## src/rtl/uart_rx.sv

```systemverilog
// rtl/uart_rx.sv - UART receiver: 8 data bits MSB first, mid-bit sampling, valid/ack handshake
module uart_rx #(
    parameter int CLOCKS_PER_BIT = 20
) (
    input  logic       rx_clk,
    input  logic       rst_n,
    input  logic       serial_data,
    input  logic       rx_ack,
    output logic [7:0] rx_parallel_data,
    output logic       rx_valid,
    output logic       rx_done,
    output logic       frame_err,
    output logic       overrun,
    output logic       busy,
    output logic [2:0] rx_state,
    output logic [2:0] bit_index
);

    typedef enum logic [2:0] {
        DATA_IDLE  = 3'd0,
        DATA_START = 3'd1,
        DATA_BIT   = 3'd2,
        DATA_STOP  = 3'd3
    } state_t;

    localparam logic [7:0] HALF_COUNT = 8'((CLOCKS_PER_BIT - 1) / 2);
    localparam logic [7:0] LAST_COUNT = 8'(CLOCKS_PER_BIT - 1);

    state_t     state;
    logic [7:0] clk_count;
    logic [7:0] shift_reg;
    logic       rx_meta;
    logic       rx_s;

    assign rx_state = state;
    assign busy     = (state != DATA_IDLE);

    always_ff @(posedge rx_clk or negedge rst_n) begin
        if (!rst_n) begin
            rx_meta <= 1'b1;
            rx_s    <= 1'b1;
        end else begin
            rx_meta <= serial_data;
            rx_s    <= rx_meta;
        end
    end

    always_ff @(posedge rx_clk or negedge rst_n) begin
        if (!rst_n) begin
            state            <= DATA_IDLE;
            clk_count        <= 8'd0;
            bit_index        <= 3'd7;
            shift_reg        <= 8'd0;
            rx_parallel_data <= 8'd0;
            rx_valid         <= 1'b0;
            rx_done          <= 1'b0;
            frame_err        <= 1'b0;
            overrun          <= 1'b0;
        end else begin
            rx_done   <= 1'b0;
            frame_err <= 1'b0;
            overrun   <= 1'b0;
            if (rx_ack) begin
                rx_valid <= 1'b0;
            end

            case (state)
                DATA_IDLE: begin
                    clk_count <= 8'd0;
                    bit_index <= 3'd7;
                    if (!rx_s) begin
                        state <= DATA_START;
                    end
                end

                // A line that is high again at half a bit was a glitch, not a start bit
                DATA_START: begin
                    if (clk_count == HALF_COUNT) begin
                        clk_count <= 8'd0;
                        state     <= rx_s ? DATA_IDLE : DATA_BIT;
                    end else begin
                        clk_count <= clk_count + 8'd1;
                    end
                end

                DATA_BIT: begin
                    if (clk_count == LAST_COUNT) begin
                        clk_count            <= 8'd0;
                        shift_reg[bit_index] <= rx_s;
                        if (bit_index == 3'd0) begin
                            bit_index <= 3'd7;
                            state     <= DATA_STOP;
                        end else begin
                            bit_index <= bit_index - 3'd1;
                        end
                    end else begin
                        clk_count <= clk_count + 8'd1;
                    end
                end

                // Leaving at mid stop bit gives half a bit of slack for the next start edge
                DATA_STOP: begin
                    if (clk_count == LAST_COUNT) begin
                        clk_count <= 8'd0;
                        state     <= DATA_IDLE;
                        if (rx_s) begin
                            rx_parallel_data <= shift_reg;
                            rx_valid         <= 1'b1;
                            rx_done          <= 1'b1;
                            overrun          <= rx_valid && !rx_ack;
                        end else begin
                            frame_err <= 1'b1;
                        end
                    end else begin
                        clk_count <= clk_count + 8'd1;
                    end
                end

                default: begin
                    state     <= DATA_IDLE;
                    clk_count <= 8'd0;
                    bit_index <= 3'd7;
                end
            endcase
        end
    end

endmodule

```

## config.mk

```make
export PLATFORM = sky130hd
export DESIGN_NAME = uart_rx
export DESIGN_NICKNAME = d
export VERILOG_FILES = /design/src/rtl/uart_rx.sv
export SDC_FILE = /design/constraint.sdc
export NUM_CORES = 1
export LEC_CHECK = 0
export BUFFER_PORTS_ARGS = -buffer_cell sky130_fd_sc_hd__clkbuf_2
export CORE_UTILIZATION = 50
export DETAILED_ROUTE_END_ITERATION = 8
export GPL_ROUTABILITY_DRIVEN = 0
export GPL_TIMING_DRIVEN = 0
export PLACE_DENSITY = 0.77
export REMOVE_ABC_BUFFERS = 1
export SLEW_MARGIN = 40
export SYNTH_ARGS = -nofsm -noshare
export SYNTH_HDL_FRONTEND = slang
export SYNTH_SLANG_ARGS = --single-unit
```

## constraint.sdc

```tcl
create_clock -name rx_clk -period 2.1 [get_ports rx_clk]
set_input_delay 0.315 -clock rx_clk [delete_from_list [all_inputs] [get_ports rx_clk]]
set_output_delay 0.315 -clock rx_clk [all_outputs]
set_load 0.02 [all_outputs]
```

==> results.tsv <==
metric	value	unit
status	completed	
ir_worst_vdd	0.682	mV
r2r-end	rx_parallel_data[2]$_DFFE_PN0P_	
maxCapViolCount	0	
switching_share	36.9	%
cts.sinks	35	
worstPathCellList	or4_4 -> or4_4 -> mux2_4	
cts_tree	yes	
rsz0062_at_grt	false	
cp.required	2.33	ns
period_share	97.4	%
synth-main-ff-cell	dfrtp_1	
drive_above_1_share	35.1	%
rrSetupSlack	0.05	ns
ys_types	37	
totalWireLength	3.44	mm
final_common_cell	dfrtp_1	
internal_power	1.27	mW
die_height	60.1	um
grt_max_degree	36	
whs_path_depth	1	
relSlewSlack	48.2	%
crit_top_cell	or4_4	
grt_pass1_vias	1202	
startpoint_type	flop	
synth_edf_count	0	
final_nets	178	
syn_inst	146	
netlist_area	1690	sq um
syn_to_final_growth	14.4	%
root_buffer	clkbuf_4	
dr.first_iter.drc_count	46	
post-place-ws	-0.114	ns
whs_endpoint	rx_meta$_DFF_PN1_	
stdcell_count	215	
placed_cells	201	
holdWs	0.0534	ns
p_leak	0.928	nW
initial_core_util	53.9	%
remaining_drc_errors	0	
crit_path_max_fanout	10	
reg2reg_from	clk_count[2]$_DFF_PN0_	
antenna_found_initial	0	
layout_common_cells	29 x dfrtp_1, 20 x clkbuf_2	
finClkSkew	0.00951	ns
period_minus_slack	2.05	ns
ys_seq_area_share	52.3	%
hold_viol	0	
ys_ff_latch	35	
min_from	serial_data	
r2r_cells	3	
core.rowCount	20	
synth_warnings	0	
overflow	0	
synth_area_per_cell	11.6	sq um
seqPwrFrac	48.3	%
clkTransAtPathRegs	0.10	ns
drv_slew	0	
fmax	489	MHz
detail-route-antenna-nets	0	
num_antenna_cells	0	
grt_pass1_wl	5.54	mm
clock_latency	0.34	ns
drtPass1Iterations	4	
fin_tns_setup	0	ns
clock_power_share	23.2	%
endpoint_kind	flop	
crit_type	flop to flop	
viasPerCell	5.87	
vias	1263	
port_buffers	21	
arrival	2.28	ns
h-tree-depth	2	
max_stage_delay	0.61	ns
hold_path_class	primary input to flop	
p_comb_share	28.5	%
async_reset_ff_share	100	%
cts_buffer_depth	2	
track_usage	21.7	%
wl_per_cell	16.0	um
ios	23	
tightest_slew	0.771	ns
setup_ws	0.0538	ns
cellPowerDensity	1040	nW/um^2
hpwl	2.26	mm
power	2.01	mW
fp.dieArea	3610	sq um
crit_slowest_cell	or4_4	
setup_viol	0	
p_sw	0.742	mW
cts_made_buffers	5	
core-area	3130	sq um
die_w	60.1	um
cp_num_buf_inv	0	
crit_family	simple AND/OR/NAND/NOR gates	
power groups by stage:
stage                     combinational [mW]  sequential, mW  clock, mW
after floorplan                        0.342           0.954          0
after global placement                 0.474           0.959          0
after detailed placement               0.516           0.973          0
after CTS                              0.535           0.960      0.475
after global routing                   0.630           0.999      0.510
final                                  0.573           0.973      0.468
per-layer routing:
metal	GRT usage, %	up-vias	wire, um
met5	0	-	0
met3	4.55	5	138
li1	-	588	-
met4	8.97	0	47
met2	37.1	40	1770
met1	26.4	630	1480
Yosys cell counts (5+ instances only):
| library cell | instances | share of area, % |
|---|---|---|
| clkbuf_1 | 7 | 1.6 |
| dfrtp_1 | 30 | 45 |
| dfstp_2 | 5 | 7.8 |
| inv_1 | 7 | 1.6 |
| mux2_2 | 8 | 5.3 |
| mux2_4 | 8 | 7.1 |
| nand2_1 | 6 | 1.3 |
| nand3_1 | 5 | 1.5 |
| nand4_1 | 8 | 3.0 |
| nor2_1 | 8 | 1.8 |
| nor3_1 | 8 | 2.4 |
final cells by class:
| class | count | area (sq um) |
|---|---|---|
| clock buffer | 7 | 45.0 |
| clock inverter | 1 | 30.0 |
| fill | 250 | 1200 |
| inverter | 7 | 26.3 |
| multi-input combinational | 95 | 742 |
| sequential | 35 | 883 |
| tap | 44 | 55.1 |
| timing repair buffer | 26 | 148 |
kinds of logic after synthesis:
kind of cell    count (synthesis)  share of synthesized area [%]
other cells                     1                          0.222
fa+ha+maj                       4                           2.97
compound gates                 15                           6.01
xor+xnor                        3                           1.56
buf+inv                        17                           4.90
simple gates                   55                           19.6
mux                            16                           12.5
flops                          35                           52.3
through the flow:
| stage | instance area (sq um) | util, % |
|---|---|---|
| after global routing | 1930 | 61.7 |
| after global placement | 1790 | 57.2 |
| after CTS | 1900 | 60.7 |
| after detailed placement | 1800 | 57.4 |
| after floorplan | 1630 | - |
| final | 1930 | 61.7 |
how the worst max path moves through the flow:
stage / cells after the start / startpoint / slack, ns / end
6_report: 3 / clk_count[2]$_DFF_PN0_ / 0.05 / rx_parallel_data[2]$_DFFE_PN0P_
5_1_grt: 3 / clk_count[2]$_DFF_PN0_ / 0.02 / rx_parallel_data[4]$_DFFE_PN0P_
4_1_cts: 3 / clk_count[2]$_DFF_PN0_ / 0.02 / rx_parallel_data[2]$_DFFE_PN0P_
3_5_place_dp: 3 / clk_count[2]$_DFF_PN0_ / -0.11 / rx_parallel_data[2]$_DFFE_PN0P_
3_3_place_gp: 3 / clk_count[2]$_DFF_PN0_ / -0.12 / bit_index[0]$_DFFE_PN1P_
2_1_floorplan: 3 / clk_count[2]$_DFF_PN0_ / 0.02 / rx_parallel_data[0]$_DFFE_PN0P_
timing repair:
| action | 4_1_cts | 5_1_grt |
|---|---|---|
| hold endpoints to repair | 0 | 30 |
| resized for setup | 1 | 3 |
| pin swaps | 2 | 0 |
| cloned | 1 | 0 |
| buffers inserted | 2 | 2 |
| hold buffers | 0 | 1 |
| setup endpoints to repair | 8 | 8 |
worst reg2reg max path, stage by stage (launching register included):
cell,delay [ns]
dfrtp_2,0.48
or4_4,0.61
or4_4,0.53
mux2_4,0.33
Power figures use the tool's default switching activity.
